## src/rtl/autenticacao_pkg.sv

```systemverilog
// Shared types for the sequential authenticator: FSM states, credential record
// and the default credential table loaded at reset.
package autenticacao_pkg;

    typedef enum logic [1:0] {
        IDLE   = 2'd0,
        CHECK  = 2'd1,
        RESULT = 2'd2,
        LOCKED = 2'd3
    } estado_t;

    localparam int CRED_ID_W   = 3;
    localparam int CRED_CODE_W = 3;

    typedef struct packed {
        logic [CRED_ID_W-1:0]   id;
        logic [CRED_CODE_W-1:0] code;
    } credencial_t;

    // Entries past the third are deliberately all-zero credentials.
    function automatic credencial_t entrada_padrao(input int unsigned i);
        credencial_t c;
        case (i)
            32'd0:   c = '{id: 3'b001, code: 3'b101};
            32'd1:   c = '{id: 3'b010, code: 3'b110};
            32'd2:   c = '{id: 3'b100, code: 3'b011};
            default: c = '{id: 3'b000, code: 3'b000};
        endcase
        return c;
    endfunction

endpackage

```

## src/rtl/comparador_entrada.sv

```systemverilog
// Combinational equality check of a captured (user, password) pair against one
// table entry.
module comparador_entrada #(
    parameter int ID_W   = 3,
    parameter int CODE_W = 3
) (
    input  logic [ID_W-1:0]   cap_id,
    input  logic [CODE_W-1:0] cap_code,
    input  logic [ID_W-1:0]   entry_id,
    input  logic [CODE_W-1:0] entry_code,
    output logic              igual
);

    assign igual = (cap_id == entry_id) && (cap_code == entry_code);

endmodule

```

## src/rtl/autenticador_sequencial.sv

```systemverilog
// Sequential authenticator: full-table scan, one entry per cycle, one-hot grant
// and lockout after repeated failures. Optional macro AUT_PROG_EN adds a
// writable credential table with its prog_* port.
module autenticador_sequencial
    import autenticacao_pkg::*;
#(
    parameter int ID_W        = 3,
    parameter int CODE_W      = 3,
    parameter int N_LEVELS    = 3,
    parameter int MAX_TRIES   = 3,
    parameter int LOCK_CYCLES = 8
) (
    input  logic                clk,
    input  logic                rst,
    input  logic                req_valid,
    output logic                req_ready,
    input  logic [ID_W-1:0]     usuario,
    input  logic [CODE_W-1:0]   senha,
    output logic                res_valid,
    output logic [N_LEVELS-1:0] aut,
    output logic                negado,
    output logic                bloqueado
`ifdef AUT_PROG_EN
    ,
    input  logic                prog_we,
    input  logic [((N_LEVELS > 1) ? $clog2(N_LEVELS) : 1)-1:0] prog_idx,
    input  logic [ID_W-1:0]     prog_id,
    input  logic [CODE_W-1:0]   prog_code
`endif
);

    localparam int IDX_W  = (N_LEVELS > 1) ? $clog2(N_LEVELS) : 1;
    localparam int FAIL_W = $clog2(MAX_TRIES + 1);
    localparam int LOCK_W = $clog2(LOCK_CYCLES + 1);

    function automatic logic [ID_W-1:0] id_padrao(input int unsigned i);
        credencial_t c;
        c = entrada_padrao(i);
        return ID_W'(c.id);
    endfunction

    function automatic logic [CODE_W-1:0] code_padrao(input int unsigned i);
        credencial_t c;
        c = entrada_padrao(i);
        return CODE_W'(c.code);
    endfunction

    estado_t             state_r, state_next_s;
    logic [IDX_W-1:0]    idx_r, match_idx_r;
    logic                found_r;
    logic [ID_W-1:0]     cap_id_r;
    logic [CODE_W-1:0]   cap_code_r;
    logic [FAIL_W-1:0]   fail_cnt_r;
    logic [LOCK_W-1:0]   lock_cnt_r;
    logic                res_valid_r, negado_r, bloqueado_r, req_ready_r;
    logic [N_LEVELS-1:0] aut_r;

    logic [ID_W-1:0]     tab_id_s   [N_LEVELS];
    logic [CODE_W-1:0]   tab_code_s [N_LEVELS];
    logic                igual_s, idx_last_s, lock_trig_s;

`ifdef AUT_PROG_EN
    logic [ID_W-1:0]     tab_id_r   [N_LEVELS];
    logic [CODE_W-1:0]   tab_code_r [N_LEVELS];
    logic                prog_ok_s;

    // Writes only land while no scan is using the table.
    assign prog_ok_s = prog_we && ((state_r == IDLE) || (state_r == LOCKED))
                       && ({{(32-IDX_W){1'b0}}, prog_idx} < 32'(N_LEVELS));

    // Credential table register file, reloaded with defaults on reset.
    always_ff @(posedge clk) begin
        if (rst) begin
            for (int i = 0; i < N_LEVELS; i++) begin
                tab_id_r[i]   <= id_padrao(i);
                tab_code_r[i] <= code_padrao(i);
            end
        end else if (prog_ok_s) begin
            tab_id_r[prog_idx]   <= prog_id;
            tab_code_r[prog_idx] <= prog_code;
        end
    end

    // Expose the register file to the scan mux.
    always_comb begin
        tab_id_s   = tab_id_r;
        tab_code_s = tab_code_r;
    end
`else
    // Constant default table.
    always_comb begin
        for (int i = 0; i < N_LEVELS; i++) begin
            tab_id_s[i]   = id_padrao(i);
            tab_code_s[i] = code_padrao(i);
        end
    end
`endif

    comparador_entrada #(
        .ID_W   (ID_W),
        .CODE_W (CODE_W)
    ) u_comparador (
        .cap_id     (cap_id_r),
        .cap_code   (cap_code_r),
        .entry_id   (tab_id_s[idx_r]),
        .entry_code (tab_code_s[idx_r]),
        .igual      (igual_s)
    );

    assign idx_last_s  = (idx_r == IDX_W'(N_LEVELS - 1));
    assign lock_trig_s = !found_r && (fail_cnt_r >= FAIL_W'(MAX_TRIES - 1));

    // Next-state logic.
    always_comb begin
        state_next_s = state_r;
        case (state_r)
            IDLE: begin
                if (req_valid) state_next_s = CHECK;
                else           state_next_s = IDLE;
            end
            CHECK: begin
                if (idx_last_s) state_next_s = RESULT;
                else            state_next_s = CHECK;
            end
            RESULT: begin
                if (lock_trig_s) state_next_s = LOCKED;
                else             state_next_s = IDLE;
            end
            LOCKED: begin
                if (lock_cnt_r <= LOCK_W'(1)) state_next_s = IDLE;
                else                          state_next_s = LOCKED;
            end
            default: state_next_s = IDLE;
        endcase
    end

    // State, datapath and registered outputs.
    always_ff @(posedge clk) begin
        if (rst) begin
            state_r     <= IDLE;
            idx_r       <= '0;
            match_idx_r <= '0;
            found_r     <= 1'b0;
            cap_id_r    <= '0;
            cap_code_r  <= '0;
            fail_cnt_r  <= '0;
            lock_cnt_r  <= '0;
            res_valid_r <= 1'b0;
            aut_r       <= '0;
            negado_r    <= 1'b0;
            bloqueado_r <= 1'b0;
            req_ready_r <= 1'b1;
        end else begin
            state_r     <= state_next_s;
            res_valid_r <= (state_r == RESULT);
            req_ready_r <= (state_next_s == IDLE);
            bloqueado_r <= (state_next_s == LOCKED);
            case (state_r)
                IDLE: begin
                    if (req_valid) begin
                        cap_id_r   <= usuario;
                        cap_code_r <= senha;
                        found_r    <= 1'b0;
                        idx_r      <= '0;
                    end
                end
                CHECK: begin
                    // First hit is kept, so the lowest index wins on duplicates.
                    if (igual_s && !found_r) begin
                        found_r     <= 1'b1;
                        match_idx_r <= idx_r;
                    end
                    if (!idx_last_s) idx_r <= idx_r + IDX_W'(1);
                end
                RESULT: begin
                    if (found_r) begin
                        aut_r      <= N_LEVELS'(1'b1) << match_idx_r;
                        negado_r   <= 1'b0;
                        fail_cnt_r <= '0;
                    end else begin
                        aut_r    <= '0;
                        negado_r <= 1'b1;
                        if (lock_trig_s) begin
                            fail_cnt_r <= '0;
                            lock_cnt_r <= LOCK_W'(LOCK_CYCLES);
                        end else if (fail_cnt_r < FAIL_W'(MAX_TRIES)) begin
                            fail_cnt_r <= fail_cnt_r + FAIL_W'(1);
                        end
                    end
                end
                LOCKED: begin
                    if (lock_cnt_r > LOCK_W'(1)) lock_cnt_r <= lock_cnt_r - LOCK_W'(1);
                end
                default: ;
            endcase
        end
    end

    assign req_ready = req_ready_r;
    assign res_valid = res_valid_r;
    assign aut       = aut_r;
    assign negado    = negado_r;
    assign bloqueado = bloqueado_r;

endmodule

```

## config.mk

```make
export PLATFORM = sky130hd
export DESIGN_NAME = autenticador_sequencial
export DESIGN_NICKNAME = d
export VERILOG_FILES = /design/src/rtl/autenticacao_pkg.sv /design/src/rtl/comparador_entrada.sv /design/src/rtl/autenticador_sequencial.sv
export SDC_FILE = /design/constraint.sdc
export NUM_CORES = 1
export LEC_CHECK = 0
export ABC_AREA = 1
export ABC_CLOCK_PERIOD_IN_PS = 5800
export CAP_MARGIN = 15
export CORE_UTILIZATION = 37
export CTS_BUF_LIST = sky130_fd_sc_hd__clkbuf_16
export DETAILED_ROUTE_END_ITERATION = 10
export PLACE_DENSITY = 0.54
export SKIP_CTS_REPAIR_TIMING = 1
export SYNTH_ARGS = -nofsm -noshare
export SYNTH_HDL_FRONTEND = slang
export SYNTH_HIERARCHICAL = 1
export SYNTH_SLANG_ARGS = --single-unit
```

## constraint.sdc

```tcl
create_clock -name clk -period 5.8 [get_ports clk]
set_clock_uncertainty 0.2 [all_clocks]
set_input_delay 1.16 -clock clk [delete_from_list [all_inputs] [get_ports clk]]
set_output_delay 1.16 -clock clk [all_outputs]
set_load 0.02 [all_outputs]
```

==> results of run 1 <==
## cell families after synthesis
logic type	Yosys count
AOI/OAI and AO/OA	27
xor gates and xnor gates	2
adders and majority gates	6
buffers and inverters	32
DFF	26
and+or+nand+nor	85
## final cells by class
cell class              instances  area, µm²  share of cell area (%)
multi-input cells             120      613.1                   40.00
flip-flops and latches         26      520.5                   33.96
repair buffers                 15      150.1                   9.796
inverters                      30      115.1                   7.510
clock inverters                 1      3.754                  0.2449
clock buffers                   3      75.07                   4.898
well taps                      44      55.05                   3.592
## tightest hold or removal path: stages, from the launching register on
cell and delay, ns:
dfxtp_1 0.31, nand2_1 0.06, a21oi_1 0.06
## layer usage
| layer | up-vias | GRT usage [%] |
|---|---|---|
| li1 | 583 | - |
| met1 | 449 | 18.66 |
| met2 | 10 | 26.06 |
| met3 | 4 | 2.597 |
| met4 | 0 | 7.973 |
| met5 | - | 0 |
## state kept, by name, indices dropped and copies added (netlist names)
signal	flops
found_r	1
req_ready	1
idx_r	2
negado	1
cap_id_r	3
match_idx_r	2
state_r	2
res_valid	1
lock_cnt_r	4
aut	3
cap_code_r	3
fail_cnt_r	2
bloqueado	1
## metrics by stage
step	hold slack (ns)	cells	area, µm²	setup slack, ns	total power [mW]
after global routing	0.2865	239	1533	3.174	0.4077
after global placement	0.2567	235	1454	3.076	0.2363
after detailed placement	0.2590	235	1454	3.005	0.2371
final	0.2664	239	1533	3.246	0.3843
after CTS	0.2678	239	1533	3.231	0.3898
after floorplan	0.2538	178	1259	3.776	0.2236
## power groups by stage
stage | clock (mW) | sequential, mW | combinational (mW)
2_1_floorplan | 0 | 0.194 | 0.0300
3_3_place_gp | 0 | 0.193 | 0.0429
3_5_place_dp | 0 | 0.194 | 0.0435
4_1_cts | 0.157 | 0.189 | 0.0437
5_1_grt | 0.167 | 0.191 | 0.0505
6_report | 0.152 | 0.189 | 0.0427
## Yosys cell counts
library cell  number
nand2_1           32
nor2_1            30
dfxtp_1           26
inv_1             25
a21oi_1           12
o21ai_0           11
nand3_1           10
ha_1               6
inv_2              4
nand2_2            4
nor2_2             4
o21ai_1            3
buf_2              2
xnor2_1            2
inv_4              1
nand2_4            1
nand3_2            1
nand3_4            1
nor3_1             1
o21a_1             1
or2_2              1
## how the worst max path moves through the flow
stage	start	to	slack, ns	depth (start not counted)
after global placement	rst	match_idx_r[0]	3.08	4
after floorplan	rst	negado	3.78	5
after detailed placement	rst	match_idx_r[0]	3.00	4
final	negado	negado	3.25	1
after global routing	rst	match_idx_r[0]	3.17	4
after CTS	negado	negado	3.23	1
==> impl_metrics.ini, run 1 <==
[hold_path]
hold_path_class = register to register
min_to = aut[1]
min_from = aut[1]
whs_path_depth = 2

[global_routing]
antenna_found_initial = 0
grt_pass1_vias = 1028
gr-total-overflow = 0
grt_max_degree = 18
grt_pass1_wl_mm = 4.126
grt.total_usage_pct = 15.42

[clocking]
cts_buffer_depth = 2
root_buffer = clkbuf_16
cts_tree = built
clock_latency_ns = 0.26
htreeDepth = 1
clock-sinks = 26
numCtsBuffers = 3
clk_pin_slew_worst_paths_ns = 0.06

[yosys]
synth_compound_area_share_pct = 10.93
synth-seq-area-share_pct = 41.35
synth-simple-area-share_pct = 30.42
ys_ff_latch = 26
yosys.area.top_type = dfxtp_1
synth_top_family_by_area = simple AND/OR/NAND/NOR gates
syn_inst = 178
ys_warn_count = 6
synth_area_leaders = dfxtp_1 (41%), nand2_1 (9.5%), nor2_1 (8.9%)
synth_adder_area_share_pct = 5.964
muxShareOfSynthArea_pct = 0
synth_nets = 193
synth_top_area_share_pct = 41.35
synth_xor_area_share_pct = 1.392
syn_area_per_cell_um2 = 7.071
syn_area_um2 = 1259
ys_types = 21

[final_layout]
utilization_pct = 49.00
synthToLayoutAreaGrowth_pct = 21.77
fin_nets = 211
fillCellCount = 324
num_antenna_cells = 0
final_cell_mix = nand2_1 (32), nor2_1 (30), dfxtp_1 (26)
mostFrequentLayoutCell = nand2_1
drive_gt1_share_pct = 10.26

[power]
p_int_uw = 296.0
p_clk_share_pct = 39.6
vdd_drop_max_mv = 0.1191
sw_frac_of_total_pct = 22.97
power.switching_uw = 88.28
combPwrFrac_pct = 11.1
p_leak_nw = 0.6774
power_density_nw_per_um2 = 250.7
pwr-share-seq_pct = 49.3

[place]
hpwl_mm = 1.787
io_buffers = 15
place_congestion = 0.7343

[detailed_routing]
met3_length_um = 62
drcViolationCount = 0
vias_per_cell = 4.377
dr.pass1.iters = 4
met1Wirelength_mm = 1.067
ant_nets = 0
wl_per_cell_um = 9.536
top_layer = met4
drt_iter0_markers = 37
num_vias = 1046
wl_met2_mm = 1.105
wirelength_mm = 2.279

[critical_path]
cp.required_ns = 4.44
cp_slowest_cell = clkdlybuf4s50_1
critPathMaxFanout = 2
worst-path-buf-inv = 1
cp-start-kind = register
ff2ff_setup_slack_ns = 3.70
cp-end-kind = output pin
arrival_ns = 1.19
reg2reg_depth = 12
critPathKind = register to output pin
r2r_start = idx_r[0]
path_delay_family = buffers and inverters
cp_cell_sequence = clkdlybuf4s50_1
r2r-end = match_idx_r[0]
critPathMaxStageDelay_ns = 0.60

[die]
dieHeight_um = 60.33
die_x_um = 60.33
fp.dieArea_um2 = 3639
io_pins = 16
initial_core_util_pct = 40.24
num_rows = 20
core-area_um2 = 3128

[sta]
hold_viol_final = 0
setup_viol = 0
rsz0062_at_grt = no
finalCritPeriodShare_pct = 44.04
slew_violations = 0
clock.fmax_mhz = 391.5
worst_pin_slew_ns = 0.4310
tns_ns = 0
slew_headroom_pct = 71.23
fin_crit_ns = 2.554

[job]
cap_violations = 0

[status]
status = finished clean
No activity file was read; power rests on OpenSTA's default activity.
==> run 2: changes to the inputs <==
--- a/config.mk
+++ b/config.mk
@@ -6,12 +6,12 @@
 export NUM_CORES = 1
 export LEC_CHECK = 0
 export ABC_AREA = 1
-export ABC_CLOCK_PERIOD_IN_PS = 5800
+export ABC_CLOCK_PERIOD_IN_PS = 2110
 export CAP_MARGIN = 15
 export CORE_UTILIZATION = 37
 export CTS_BUF_LIST = sky130_fd_sc_hd__clkbuf_16
 export DETAILED_ROUTE_END_ITERATION = 10
-export PLACE_DENSITY = 0.54
+export PLACE_DENSITY = 0.56
 export SKIP_CTS_REPAIR_TIMING = 1
 export SYNTH_ARGS = -nofsm -noshare
 export SYNTH_HDL_FRONTEND = slang
==> constraint.sdc (replaced) <==
create_clock -name clk -period 2.11 [get_ports clk]
set_clock_uncertainty 0.2 [all_clocks]
set_input_delay 0.422 -clock clk [delete_from_list [all_inputs] [get_ports clk]]
set_output_delay 0.422 -clock clk [all_outputs]
set_load 0.02 [all_outputs]
==> run 2 against run 1 <==
  * First-iteration DRC count fell by 16%
  * Clock-buffer cell count unchanged
  * Critical path depth increased by 11
  * Via count rose by 3.6%
  * Register-to-register slack worse by 3.6 ns
  * Clock power increased to 2.7 times the previous value
  * Critical path type is now register to register
  * Largest power group unchanged
==> impl_metrics.ini, run 2 (same netlist as run 1, synthesis figures left out) <==
[final_layout]
largest_reg_flops = 4
num_antenna_cells = 0
drive_gt1_share_pct = 14.14
utilization_pct = 50.12
regArea_um2 = 523.0
fillCellCount = 319
top_register = lock_cnt_r
mostFrequentLayoutCell = nand2_1
synthToLayoutAreaGrowth_pct = 24.55
multiInputGateArea_um2 = 623.1
fin_nets = 214
final_cells = 242
final_cell_mix = nand2_1 (32), nor2_1 (30), inv_1 (24), dfxtp_1 (24), clkdlybuf4s50_1 (15)

[critical_path]
cp.required_ns = 2.10
arrival_ns = 1.98
critPathMaxFanout = 5
cp-start-kind = register
cp-end-kind = register
critPathKind = register to register

[detailed_routing]
drt_iter0_markers = 31
wl_per_cell_um = 10.01
ant_nets = 0
vias_per_cell = 4.479
dr.pass1.iters = 4
wirelength_mm = 2.423
num_vias = 1084
drcViolationCount = 0

[die]
initial_core_util_pct = 40.24
die_x_um = 60.33
io_pins = 16
dieHeight_um = 60.33
core-area_um2 = 3128
num_rows = 20
fp.dieArea_um2 = 3639

[global_routing]
gr-total-overflow = 0
antenna_found_initial = 0
grt_pass1_wl_mm = 4.195
grt.total_usage_pct = 15.37
grt_max_degree = 18
grt_pass1_vias = 1023

[clocking]
root_buffer = clkbuf_16
clock-sinks = 26
clock_latency_ns = 0.25
clk_pin_slew_worst_paths_ns = 0.06
htreeDepth = 1
cts_tree = built
numCtsBuffers = 3
cts_buffer_depth = 2

[sta]
hold_viol_final = 0
tns_ns = 0
clock.fmax_mhz = 502.5
rsz0062_at_grt = yes
setup_viol = 0
slew_violations = 0
fin_crit_ns = 1.990
slew_headroom_pct = 68.30
worst_pin_slew_ns = 0.4749
finalCritPeriodShare_pct = 94.31

[status]
status = finished clean

[place]
place_congestion = 0.8148
hpwl_mm = 1.832
io_buffers = 15
place_inst = 236

[power]
p_total_mw = 1.057
p_leak_nw = 0.6914
vdd_drop_max_mv = 0.5069
power_density_nw_per_um2 = 674.5

[job]
cap_violations = 0

[hold_path]
hold_path_class = register to register
run 2: changes by cell type in the layout (fill, tap and decap cells not counted), sizes merged:
cell and change:
buf +3
run 2: area by class of cell:
class	instances	share of cell area, %
tap	44	3.512
inverter	30	7.342
sequential	26	33.36
multi-input combinational	120	39.74
timing repair buffer	18	11.01
clock inverter	1	0.2394
clock buffer	3	4.789
run 2: path summary, 6_finish.rpt:
kind                                from              to  slack (ns)  cells past startpoint
worst max register to register  idx_r[0]  match_idx_r[0]        0.12                     12
worst min-delay path              aut[0]          aut[0]        0.26                      2
worst min register to register    aut[0]          aut[0]        0.26                      2
worst max-delay path            idx_r[0]  match_idx_r[0]        0.12                     12
run 2: metrics by stage:
step           worst slack (ns)  instance area (µm²)  hold slack [ns]
2_1_floorplan            0.2156                 1259           0.2538
3_3_place_gp             0.1123                 1461           0.2558
3_5_place_dp            0.01932                 1461           0.2582
4_1_cts               -0.009540                 1540           0.2679
5_1_grt                -0.04328                 1568           0.2868
6_report                 0.1201                 1568           0.2626
run 2: metal layers:
layer	part of all wire [%]	wire length (µm)	track usage, %	vias to the layer above
met1	45	1102	18.00	479
met4	0.62	15	2.990	0
met5	0	0	0	-
li1	-	-	-	591
met3	2.4	57	3.896	2
met2	52	1248	28.10	12
run 2: power by group:
part | total, mW | internal (mW) | switching, mW | leakage (nW)
logic | 0.128 | 0.0571 | 0.0708 | 0.440
clock network | 0.408 | 0.253 | 0.155 | 0.0385
registers | 0.522 | 0.509 | 0.0131 | 0.212
run 2: worst max-delay path, cell delays in order, from the launching register on:
cell,delay [ns]
dfxtp_2,0.33
inv_1,0.07
ha_2,0.20
or2_2,0.30
nand2_1,0.07
nand2_1,0.05
nor2_1,0.09
nand2_1,0.07
nor2_2,0.07
nand2_1,0.09
nor2_4,0.15
o21ai_0,0.09
a21oi_1,0.14
==> edit: new RTL, settings of run 2 <==
Re-encode `estado_t` (4 values) as one-hot, 4 bits wide.
--- a/src/rtl/autenticacao_pkg.sv
+++ b/src/rtl/autenticacao_pkg.sv
@@ -2,11 +2,11 @@
 // and the default credential table loaded at reset.
 package autenticacao_pkg;
 
-    typedef enum logic [1:0] {
-        IDLE   = 2'd0,
-        CHECK  = 2'd1,
-        RESULT = 2'd2,
-        LOCKED = 2'd3
+    typedef enum logic [3:0] {
+        IDLE   = 4'b0001,
+        CHECK  = 4'b0010,
+        RESULT = 4'b0100,
+        LOCKED = 4'b1000
     } estado_t;
 
     localparam int CRED_ID_W   = 3;
Formal check against the unedited RTL: no difference found for any inputs over 10 cycles, from zero or initial values and one cycle with rst high; not proved beyond that.
==> edit against run 2 <==
  * Clock power up 5.9%
  * Critical endpoint is now match_idx_r[1]
  * Total power grew 11%
  * Area after synthesis increased by 12%
  * Wire length grew 3.8%
  * Cell area increased by 11%
  * Critical path depth grew 1
  * Setup slack improved by 24 ps
  * First-iteration DRC count grew 45%
  * Sequential cell count increased by 2
  * Worst hold slack got worse by 4.0 ps
  * Combinational power is 37% higher
==> edit: results (changes against run 2) <==
status -> finished clean (unchanged)
pre-CTS WS -> 62.0 ps (was 19.3 ps)
Hold WC Path Type -> reg -> reg (unchanged)
worst vdd ir -> 0.000291 V (was 0.000507 V)
setup TNS -> 0 ps (unchanged)
fill count -> 369 (was 319)
DRT Wirelength -> 2520 um (was 2420 um)
Syn Inst Count -> 204 (was 178)
Starting DRT DRC Count -> 45 (was 31)
initial antenna violation count -> 0 (unchanged)
Mapped Nets -> 220 (was 193)
Placer Congestion -> 0.813 (was 0.815)
GRT Total Usage -> 0.152 (was 0.154)
Post-synth top cells -> nand2_1 (41), inv_1 (35), nor2_1 (29), dfxtp_1 (28), nand3_1 (19) (was nand2_1 (32), nor2_1 (30), dfxtp_1 (26), inv_1 (25), a21oi_1 (12))
Sw Share -> 0.249 (was 0.226)
Critical Path Fanout Max -> 4 (was 5)
crit path max-delay cell type -> dfxtp_2 (unchanged)
CP max stage delay -> 350 ps (was 330 ps)
min-delay src -> cap_id_r[0] (was aut[0])
sequential share of the synthesized area -> 0.398 (was 0.414)
Warnings, synthesis -> 6 (unchanged)
# nets final -> 242 (was 214)
share of layout cells above drive strength 1 -> 0.102 (was 0.141)
largest net degree at the start of global routing -> 16 (was 18)
DP Wirelength -> 1930 um (was 1830 um)
dpl cell area -> 1640 um2 (was 1460 um2)
CTS Buf Count -> 3 (unchanged)
vias per cell -> 4.30 (was 4.48)
Leak -> 0.776 nW (was 0.691 nW)
Final Non-Filler Cells -> 273 (was 242)
PortBufs -> 15 (unchanged)
Skew-Pair Late Insertion Delay -> 260 ps
vias in the first global route -> 1162 (was 1023)
global-route wire length before repair -> 4900 um (was 4200 um)
top post-synthesis cells by area -> dfxtp_1 (40%), nand2_1 (11%), inv_1 (9.3%) (was dfxtp_1 (41%), nand2_1 (9.5%), nor2_1 (8.9%))
Yosys cell types -> 20 (was 21)
Worst-Margin Slew -> 295 ps (was 475 ps)
ys async rst share -> 0 (unchanged)
reg-to-reg startpoint -> idx_r[1] (was idx_r[0])
## edit: cell count changes after synthesis, sizes merged, moves of 2 or more
| cell | change |
|---|---|
| nand3 | +8 |
| o21ai | -2 |
| nand2 | +9 |
| inv | +6 |
| dfxtp | +2 |
## edit: area by class of cell
cell class | instances | area, um2 | area share
clock buffers | 3 | 75.1 | 0.0433
clock inverters | 1 | 3.75 | 0.00216
inverters | 36 | 135 | 0.0779
multi-input cells | 137 | 711 | 0.410
flip-flops and latches | 28 | 562 | 0.324
well taps | 48 | 60.1 | 0.0346
repair buffers | 20 | 188 | 0.108
## edit: layer usage
metal | vias to the layer above | wire, um | GRT usage
li1 | 673 | - | -
met1 | 482 | 1410 | 0.208
met2 | 16 | 1020 | 0.238
met3 | 2 | 58 | 0.0214
met4 | 0 | 29 | 0.0597
met5 | - | 0 | 0
## edit: path summary, 6_finish.rpt
check / to / slack [ps] / depth (start not counted)
max reg2reg: match_idx_r[1] / 140 / 13
max: match_idx_r[1] / 140 / 13
min: cap_id_r[0] / 260 / 2
min reg2reg: cap_id_r[0] / 260 / 2
## edit: cells by family after synthesis
logic type	share of synthesized area
xor gates and xnor gates	0.0186
DFF	0.398
buffers and inverters	0.106
adders and majority gates	0.0621
AOI/OAI and AO/OA	0.0852
and+or+nand+nor	0.331
## edit: power by group through the flow
stage / Combinational (W) / Sequential [W] / Clock, W
detailed placement: 0.000175 / 0.000582 / 0
CTS: 0.000176 / 0.000569 / 0.000445
finish: 0.000175 / 0.000570 / 0.000432
global route: 0.000208 / 0.000573 / 0.000466
floorplan: 0.000118 / 0.000582 / 0
global placement: 0.000175 / 0.000581 / 0
